===== src/rtl/seq_det_pkg.sv =====
// Shared types and helpers for the serial pattern detector.
//   mode_t       : detection mode, overlapping or non-overlapping
//   fill_state_t : decoded fill state, for waveform and debug
//   fill_w()     : width of a counter that holds 0..pat_w
package seq_det_pkg;

  typedef enum logic {
    MODE_OVERLAP    = 1'b0,
    MODE_NONOVERLAP = 1'b1
  } mode_t;

  typedef enum logic {
    FILLING = 1'b0,
    ARMED   = 1'b1
  } fill_state_t;

  function automatic int fill_w(input int pat_w);
    return $clog2(pat_w + 1);
  endfunction

endpackage


===== src/rtl/sat_counter.sv =====
// Saturating up-counter with synchronous clear.
//   clock   : rising-edge clock
//   reset_b : synchronous active-low reset
//   clr     : clear to zero, wins over inc
//   inc     : increment by one, holds at all-ones
//   q       : count value
module sat_counter #(
  parameter int unsigned W = 8
) (
  input  logic         clock,
  input  logic         reset_b,
  input  logic         clr,
  input  logic         inc,
  output logic [W-1:0] q
);

  always_ff @(posedge clock) begin
    if (!reset_b) begin
      q <= '0;
    end else if (clr) begin
      q <= '0;
    end else if (inc && (q != '1)) begin
      q <= q + 1'b1;
    end
  end

endmodule


===== src/rtl/seq_detect_fsm.sv =====
// Serial bit-pattern detector with run-time loadable pattern.
//   clock     : rising-edge clock
//   reset_b   : synchronous active-low reset
//   en        : sample strobe for In
//   In        : serial data bit
//   mode      : MODE_OVERLAP / MODE_NONOVERLAP
//   load      : load pat_in as the pattern, restarts filling
//   pat_in    : new pattern value
//   cnt_clr   : clear the match counter
//   Out       : registered one-cycle match pulse
//   match_cnt : saturating match count
//
// state   | meaning
// FILLING | fewer than PAT_W bits sampled since reset/load/non-overlap hit
// ARMED   | history holds PAT_W valid bits, compare is live
module seq_detect_fsm
  import seq_det_pkg::*;
#(
  parameter int unsigned      PAT_W       = 4,
  parameter logic [PAT_W-1:0] DEFAULT_PAT = PAT_W'(4'b1011),
  parameter int unsigned      COUNT_W     = 8
) (
  input  logic               clock,
  input  logic               reset_b,
  input  logic               en,
  input  logic               In,
  input  mode_t              mode,
  input  logic               load,
  input  logic [PAT_W-1:0]   pat_in,
  input  logic               cnt_clr,
  output logic               Out,
  output logic [COUNT_W-1:0] match_cnt
);

  localparam int FILL_W = fill_w(PAT_W);
  localparam logic [FILL_W-1:0] FILL_FULL = FILL_W'(PAT_W);

  logic [PAT_W-1:0]  hist, hist_n;
  logic [PAT_W-1:0]  pat_r, pat_n;
  logic [FILL_W-1:0] fill, fill_n, fill_inc;
  logic              out_n;
  logic              hit;
  fill_state_t       fill_state;

  // state register
  always_ff @(posedge clock) begin
    if (!reset_b) begin
      hist  <= '0;
      fill  <= '0;
      pat_r <= DEFAULT_PAT;
      Out   <= 1'b0;
    end else begin
      hist  <= hist_n;
      fill  <= fill_n;
      pat_r <= pat_n;
      Out   <= out_n;
    end
  end

  // next state
  always_comb begin
    hist_n   = hist;
    fill_n   = fill;
    pat_n    = pat_r;
    out_n    = 1'b0;
    hit      = 1'b0;
    fill_inc = (fill_state == ARMED) ? fill : fill + 1'b1;
    if (load) begin
      // the bit presented alongside a load is dropped
      pat_n  = pat_in;
      hist_n = '0;
      fill_n = '0;
    end else if (en) begin
      hist_n = {hist[PAT_W-2:0], In};
      // fill gate keeps a zero pattern from matching the reset history
      hit    = (fill_inc == FILL_FULL) && (hist_n == pat_r);
      out_n  = hit;
      fill_n = (hit && (mode == MODE_NONOVERLAP)) ? '0 : fill_inc;
    end
  end

  // decoded state
  always_comb begin
    fill_state = (fill == FILL_FULL) ? ARMED : FILLING;
  end

  // counts on the edge that raises Out
  sat_counter #(
    .W(COUNT_W)
  ) u_match_cnt (
    .clock   (clock),
    .reset_b (reset_b),
    .clr     (cnt_clr),
    .inc     (out_n),
    .q       (match_cnt)
  );

endmodule


===== config.mk =====
export PLATFORM = sky130hd
export DESIGN_NAME = seq_detect_fsm
export DESIGN_NICKNAME = d
export VERILOG_FILES = /design/src/rtl/seq_det_pkg.sv /design/src/rtl/sat_counter.sv /design/src/rtl/seq_detect_fsm.sv
export SDC_FILE = /design/constraint.sdc
export NUM_CORES = 1
export LEC_CHECK = 0
export BUFFER_PORTS_ARGS = -buffer_cell sky130_fd_sc_hd__buf_2
export CAP_MARGIN = 15
export CORE_AREA = 2 2 50 52
export CTS_BUF_LIST = sky130_fd_sc_hd__clkbuf_8
export DETAILED_ROUTE_END_ITERATION = 16
export DIE_AREA = 0 0 52 54
export GPL_TIMING_DRIVEN = 1
export HOLD_SLACK_MARGIN = 0.15
export PLACE_DENSITY = 0.66
export SLEW_MARGIN = 20
export SYNTH_ARGS = -nofsm -noshare
export SYNTH_HDL_FRONTEND = slang
export SYNTH_SLANG_ARGS = --single-unit

===== constraint.sdc =====
create_clock -name clock -period 1.8 [get_ports clock]
set_input_delay 0.27 -clock clock [delete_from_list [all_inputs] [get_ports clock]]
set_output_delay 0.27 -clock clock [all_outputs]
set_load 0.02 [all_outputs]

Word-level counts from Yosys, hierarchy flattened
Cells that the tools add are included.
- flip-flop bits (word level): 19
- word-level logic and storage cells: 22
- muxes and demuxes: 5
- add/sub/neg operators: 2
- reductions and logical operators: 5
- equality and inequality tests: 4
- bitwise gates (word level): 1
- operator list (kind ; count):
    adder 8 x 1 -> 8 bit, second input constant ; 1
    inequality test 8 bit, second input constant ; 1
    == test 3 bit, second input constant ; 2
    2-to-1 mux 3 bit ; 2
    == test 4 bit ; 1
    OR reduction 2 bit ; 2
    adder 3 x 1 -> 3 bit, second input constant ; 1
    logical AND 1 bit ; 3
    2-to-1 mux 1 bit ; 3
    inverter 1 bit ; 1

Depth between registers and ports, before layout
Gate-level depths: netlist (run 1).
- word-level depth: 8
- gate-level depth with buffers: 8
- depth with buffers taken out: 7

By module
Synthesis (run 1) repeated with hierarchy kept, for this count alone.
- cells, all modules: 102
- area, all modules: 960.9 um^2
- by module, submodules not included (module ; area each (um^2) ; cells an instance ; sequential area each (um^2) ; times used):
    seq_detect_fsm ; 539.3 ; 56 ; 220.2 ; 1
    sat_counter ; 421.7 ; 46 ; 160.2 ; 1

Worst setup path before layout (run 1)
Ideal clock, no wire load.
- path kind: register to register
- start point: register fill[0]
- end point: register u_match_cnt.q[4]
- arrival time: 1.911 ns
- period minus slack after synthesis: 1.981 ns
- setup slack: -0.181 ns
- data required time: 1.730 ns
- buffers on the path: 0
- cell stages (with the launch flop): 8
- cells stage by stage: dfxtp_1 > inv_2 > ha_1 > and3b_1 > nor4b_4 > nand2_1 > or4_1 > a21oi_1
- longest elaborated chain between the ends: 8
- elaborated cells on any way between the ends: 9
- ends and longest elaborated chain (element ; RTL line ; text):
    from (decl) ; seq_detect_fsm.sv:40 ; logic [FILL_W-1:0] fill, fill_n, fill_inc;
    from (signal assigned) ; seq_detect_fsm.sv:54 ; fill <= fill_n;
    parallel branches: the longest is 2 deep, another holds adder 3 x 1 -> 3 bit ; n/a ;
    2-to-1 mux 3 bit * ; seq_detect_fsm.sv:67 ; fill_inc = (fill_state == ARMED) ? fill : fill + 1'b1;
    == test 3 bit * ; seq_detect_fsm.sv:76 ; hit = (fill_inc == FILL_FULL) && (hist_n == pat_r);
    logical AND 1 bit * ; seq_detect_fsm.sv:76 ;
    2-to-1 mux 1 bit * ; seq_detect_fsm.sv:73 ; end else if (en) begin
    2-to-1 mux 1 bit * ; seq_detect_fsm.sv:68 ; if (load) begin
    logical AND 1 bit * ; sat_counter.sv:22 ; end else if (inc && (q != '1)) begin
    to (signal assigned) ; sat_counter.sv:23 ; q <= q + 1'b1;
    to (decl) ; sat_counter.sv:14 ; output logic [W-1:0] q
Mark *: on every way between the ends.
A chain may end at the register's enable or synchronous reset.

Final worst setup path (run 1)
- start point: register fill[1]
- end point: register u_match_cnt.q[2]
Same word-level chain as after synthesis.

==> summary.txt, run 1 <==
Run status
  – Status: complete, but fails checks
  – Failing checks: setup timing

Routing
  – DRT antenna net count: 0
  – Vias per cell: 5.327
  – WL/cell: 12.65 um
  – DRT Pass-1 Iters: 4
  – WL final: 2125 um
  – Vias after detailed routing: 895
  – Initial drt markers: 25
  – Remaining DRCs: 0

Floorplan
  – Initial Util: 0.4142
  – Die X: 52 um
  – I/O Pins: 20
  – Die height: 54 um
  – Core Box Area: 2320 um2
  – FP Rows: 18
  – Die ar.: 2808 um2

Timing
  – Clock skew: 0.002003 ns
  – Final worst setup slack: -0.1336 ns
  – RSZ-0062 raised after global routing: yes
  – Slew Limit Fails: 0
  – Fmax: 517.2 MHz
  – Endpoints failing setup: 7
  – Setup TNS: -0.7316 ns
  – Fin. Hold Viols: 0
  – Rel. slew slack: 0.7233
  – Period utilization: 1.074
  – Min Tclk post-route: 1.934 ns
  – Worst-Margin Slew: 0.4113 ns

Pwr
  – Worst VDD drop: 0.0006191 V
  – Pwr Density: 631.0 nW/um2
  – Static leakage: 0.0005448 uW

Placement
  – Port buffer count: 19
  – Post-Place Cells: 162
  – Placed wire-length estimate: 1598 um
  – Placer Congestion: 0.8662

Logic synthesis
  – Synthesized instance count: 103
  – Simple-gate share of the synthesized area: 0.2786
  – Asr flop ratio synth: 0
  – Synth Area in Compound Gates: 0.09635
  – Synth Area in Adders: 0.03906
  – EDFF count, synth: 0
  – YS warnings: 0
  – Post-Synth XOR/XNOR Area: 0.07031
  – Syn Area/Cell: 9.329 um2
  – Post-synth net total: 117
  – Cell area after synthesis: 960.9 um2
  – #FFs+latches synth: 19
  – Mux cell area share after synthesis: 0.08333
  – Main combinational cell family by area after synthesis: simple AND/OR/NAND/NOR gates
  – Seq/Total Area, Yosys: 0.3958
  – Unique masters post-synth: 32
  – Post-synth top flop: dfxtp_1

Layout
  – Share of cells above drive strength 1: 0.3986
  – Final Util: 0.5550
  – # diodes: 0
  – Area of the multi-input gates: 588.1 um2
  – Area Growth Syn to Fin: 33.98%
  – Non-filler cells, final: 168
  – Reg area: 382.9 um2
  – Final nets: 153
  – Number of fill cells: 225

Worst setup path
  – Crit start category: flop
  – Crit path max fanout: 7
  – Critical Path RT: 1.99 ns
  – Crit-path max cell delay: 0.52 ns
  – Worst path cell trace: inv_2 > ha_4 > nand2_4 > xnor2_2 > or4_4 > or4_1 > a21oi_1
  – Critical Path AT: 2.12 ns
  – Reg2Reg Depth: 7
  – Worst path slowest cell: or4_4
  – Setup CP Type: flop to flop
  – Crit path capture type: flop

CTS
  – Deepest clock path buffer count: 2
  – Clock latency at the later pin of the worst-skew pair: 0.26 ns
  – CTS Sinks: 19
  – Number of buffers inserted during clock tree synthesis: 3
  – Clk root buf: clkbuf_8
  – Hold Buf Count CTS: 0
  – CTS tree: yes
  – Max H-tree Level: 1
  – Clock slew at reported path FFs: 0.08 ns

Global route
  – Vias in the first global route: 771
  – Total grt overflow: 0
  – Largest net degree at the start of global routing: 12
  – First-pass GRT wire length: 3360 um
  – GRT Util Overall: 0.1639
  – Antenna violations before repair: 0

Min path
  – Worst Hold Class: primary input to flop
  – Hold depth: 3

Flow run
  – Max cap viols: 0
==> power by group <==
group	leakage (uW)	switching, uW	internal, uW
clock network	0.0000255	152	154
logic	0.000364	33.6	38.6
registers	0.000155	6.23	428
total	0.000545	192	621
==> flip-flops by register name (all words and copies together) (netlist names) <==
signal / cells
Out: 1
hist: 3
pat_r: 4
fill: 3
u_match_cnt.q: 8
==> Yosys cell counts, types with 2 or more instances <==
master,number,area share
ha_1,3,0.039
xnor2_2,2,0.034
or4_1,2,0.016
nand4_1,3,0.020
o21ai_0,4,0.021
or3_1,3,0.020
nor3_1,2,0.010
dfxtp_1,19,0.40
o31ai_1,2,0.016
inv_1,2,0.0078
nor2_1,7,0.027
nor4_1,2,0.013
mux2i_1,8,0.083
nand2b_1,2,0.013
nand3_1,4,0.021
a21oi_1,8,0.042
xnor2_1,3,0.027
and3_1,5,0.033
nand2_1,7,0.027
and4_1,3,0.027
==> repair_timing <==
| action | CTS | global route |
|---|---|---|
| buffers inserted | 0 | 2 |
| pin swaps | 0 | 4 |
| endpoints found under the setup margin | 8 | 8 |
| gates resized for setup | 3 | 5 |
==> logic make-up after synthesis <==
logic type      count (synthesis)
buf+inv                         7
simple gates                   44
compound gates                 16
xor+xnor                        6
mux                             8
flops                          19
fa+ha+maj                       3
==> through the flow <==
stage / hold slack (ns) / area (um2) / power, uW / setup WS (ns)
2_1_floorplan: 0.3319 / 987.2 / 489.7 / -0.05503
3_3_place_gp: 0.4749 / 1201 / 514.8 / -0.09382
3_5_place_dp: 0.4855 / 1201 / 517.4 / -0.1208
4_1_cts: 0.2200 / 1255 / 821.1 / -0.1382
5_1_grt: 0.2382 / 1287 / 844.4 / -0.2088
6_report: 0.2231 / 1287 / 812.4 / -0.1336
==> cells in the final DEF, fill, tap and decap left out, drive strengths merged, types with 3 or more instances in the layout <==
cell	instances
or3	3
nand2	7
and3	5
or4	3
inv	3
a21oi	8
buf	35
mux2i	8
xnor2	5
nand4	3
nand3	4
ha	3
nor2	7
dfxtp	19
o21ai	4
and4	3
clkbuf	3
==> critical path: cells and delay by family, from the launching register on <==
family	cells	cell delay (ns)
xor+xnor	1	0.14
simple gates	3	1.06
fa+ha+maj	1	0.15
buf+inv	1	0.06
flops	1	0.34
compound gates	1	0.12
==> worst paths after layout <==
kind / start / to / slack, ns
worst min-delay path: pat_in[0] / pat_r[0] / 0.22
worst max-delay path: fill[1] / u_match_cnt.q[2] / -0.13
worst max register to register: fill[1] / u_match_cnt.q[2] / -0.13
worst min register to register: pat_r[0] / pat_r[0] / 0.50
==> routing by layer <==
layer  global-route usage  wire, um
met5                    0         0
met4              0.06579        10
met3              0.03333        94
met2               0.2700      1041
met1               0.2099       979
==> final cells by class <==
class | count | area share
multi-input cells | 77 | 0.4568
flip-flops and latches | 19 | 0.2974
repair buffers | 35 | 0.1701
clock buffers | 3 | 0.03207
well taps | 30 | 0.02915
inverters | 3 | 0.01069
clock inverters | 1 | 0.003887
Note: power is estimated with default switching activity, not from simulation.
==> run 2, diff against run 1 <==
--- a/config.mk
+++ b/config.mk
@@ -13,7 +13,7 @@
 export DIE_AREA = 0 0 52 54
 export GPL_TIMING_DRIVEN = 1
 export HOLD_SLACK_MARGIN = 0.15
-export PLACE_DENSITY = 0.66
+export PLACE_DENSITY = 0.64
 export SLEW_MARGIN = 20
 export SYNTH_ARGS = -nofsm -noshare
 export SYNTH_HDL_FRONTEND = slang
==> constraint.sdc (replaced) <==
create_clock -name clock -period 2.2 [get_ports clock]
set_input_delay 0.33 -clock clock [delete_from_list [all_inputs] [get_ports clock]]
set_output_delay 0.33 -clock clock [all_outputs]
set_load 0.02 [all_outputs]
==> run 2 against run 1 <==
The run now ends clean. Die area did not move. Flip-flop and latch count did not move. Register-to-register slack improved by 0.21 ns. Fmax fell by 8.9%. Cell count fell by 7.1%.
==> summary.txt, run 2 (synthesis results as in run 1) <==
Global route
  – First-pass GRT wire length: 2987 um
  – GRT Util Overall: 0.1450
  – Largest net degree at the start of global routing: 13
  – Total grt overflow: 0
  – Vias in the first global route: 686
  – Antenna violations before repair: 0

Flow run
  – Max cap viols: 0

Run status
  – Status: complete, no violations

Pwr
  – Flop pwr share: 0.554
  – Worst VDD drop: 0.0003582 V
  – Psw: 140.8 uW
  – Static leakage: 0.0004859 uW
  – Cell-internal power: 500.0 uW
  – Pwr Density: 552.5 nW/um2
  – Power share of the clock group: 0.366
  – Comb power frac: 0.080
  – Sw frac: 0.2197

Routing
  – DRT Pass-1 Iters: 5
  – Met3 WL: 56 um
  – Vias after detailed routing: 830
  – Remaining DRCs: 0
  – Vias per cell: 5.321
  – WL/cell: 12.56 um
  – Wl on met1: 944 um
  – WL final: 1960 um
  – Initial drt markers: 20
  – DRT antenna net count: 0
  – Routed met2 length: 943 um
  – Top sig layer: met4

Timing
  – Clock skew: 0.001736 ns
  – Fmax: 471.2 MHz
  – Min Tclk post-route: 2.122 ns
  – Hold slack: 0.2900 ns
  – Final worst setup slack: 0.07779 ns
  – Slew Limit Fails: 0
  – Endpoints failing setup: 0
  – Fin. Hold Viols: 0
  – Period utilization: 0.9646
  – Rel. slew slack: 0.7263
  – Worst-Margin Slew: 0.4068 ns

CTS
  – Max H-tree Level: 1
  – Hold Buf Count CTS: 0
  – Clock slew at reported path FFs: 0.07 ns
  – CTS Sinks: 19
  – Number of buffers inserted during clock tree synthesis: 3
  – Clk root buf: clkbuf_8
  – Deepest clock path buffer count: 2
  – Clock latency at the later pin of the worst-skew pair: 0.25 ns
  – CTS tree: yes

Worst setup path
  – Capturing point of the worst reg2reg path: u_match_cnt.q[0]
  – Worst r2r src: fill[0]
  – R2r setup slk: 0.08 ns
  – Critical Path AT: 2.30 ns
  – Crit path from: fill[0]
  – Crit start category: flop
  – Setup crit end: u_match_cnt.q[0]
  – Crit path capture type: flop
  – Setup CP Type: flop to flop
  – Critical Path RT: 2.38 ns
  – Crit path max fanout: 8
  – Reg2Reg Depth: 8

Placement
  – Placed wire-length estimate: 1421 um
  – Port buffer count: 19
  – Dpl ws: 0.07613 ns
  – Placer Congestion: 0.7781

Floorplan
  – Core Box Area: 2320 um2
  – Initial Util: 0.4142
  – Die height: 54 um
  – Die X: 52 um
  – I/O Pins: 20
  – FP Rows: 18
  – Die ar.: 2808 um2

Layout
  – Final Util: 0.5000
  – Largest registers: u_match_cnt.q: 8 flops, pat_r: 4 flops
  – Share of cells above drive strength 1: 0.2619
  – Biggest register: u_match_cnt.q
  – # diodes: 0
  – Area Growth Syn to Fin: 20.70%
  – Final nets: 141
  – Max reg flops: 8
  – Most frequent cells in the layout: 19 x dfxtp_1, 19 x buf_2, 8 x mux2i_1, 8 x a21oi_1, 7 x nor2_1

Min path
  – HP Start: pat_in[0]
  – Worst Hold Class: primary input to flop
run 2: routing by layer:
| layer | track usage | up-vias |
|---|---|---|
| met2 | 0.2131 | 17 |
| met4 | 0.07456 | 0 |
| li1 | - | 425 |
| met5 | 0 | - |
| met3 | 0.03611 | 2 |
| met1 | 0.1959 | 386 |
run 2: area by class of cell:
class / instances / area [um2]
clock buffer: 3 / 41.29
inverter: 3 / 11.26
timing repair buffer: 23 / 125.1
tap: 30 / 37.54
fill: 227 / 1160
sequential: 19 / 380.4
clock inverter: 1 / 3.754
multi-input combinational: 77 / 560.5
run 2: worst min-delay path by stage:
stage	endpoint	slack, ns	depth (start not counted)
3_3_place_gp	pat_r[1]	0.48	2
2_1_floorplan	pat_r[0]	0.39	1
4_1_cts	pat_r[3]	0.29	3
6_report	pat_r[0]	0.29	3
5_1_grt	pat_r[1]	0.29	3
3_5_place_dp	pat_r[0]	0.48	2
run 2: power groups by stage:
stage          sequential [uW]  combinational (uW)  clock (uW)
2_1_floorplan              362                34.5           0
3_3_place_gp               363                47.5           0
3_5_place_dp               363                49.0           0
4_1_cts                    355                49.1         243
5_1_grt                    356                56.9         260
6_report                   355                51.3         234
run 2: what timing repair did:
item / 4_1_cts / 5_1_grt
endpoints found under the setup margin: 0 / 2
endpoints found under the hold margin: 0 / 0
buffers inserted: 0 / 2
gates resized for setup: 0 / 3
run 2: through the flow:
stage / total power, uW / std cells / setup TNS (ns) / instance area (um2)
CTS: 647.0 / 154 / 0 / 1130
finish: 640.8 / 156 / 0 / 1160
floorplan: 396.7 / 103 / 0 / 960.9
global placement: 410.4 / 150 / 0 / 1085
global route: 672.4 / 156 / -0.006584 / 1160
detailed placement: 412.2 / 150 / 0 / 1085
run 2: worst max-delay path: stages (launching register included):
cell     delay [ns]
dfxtp_1        0.33
inv_2          0.12
ha_4           0.16
nand2_2        0.07
xnor2_2        0.15
or4_4          0.57
buf_4          0.17
or3_1          0.34
a21oi_1        0.15
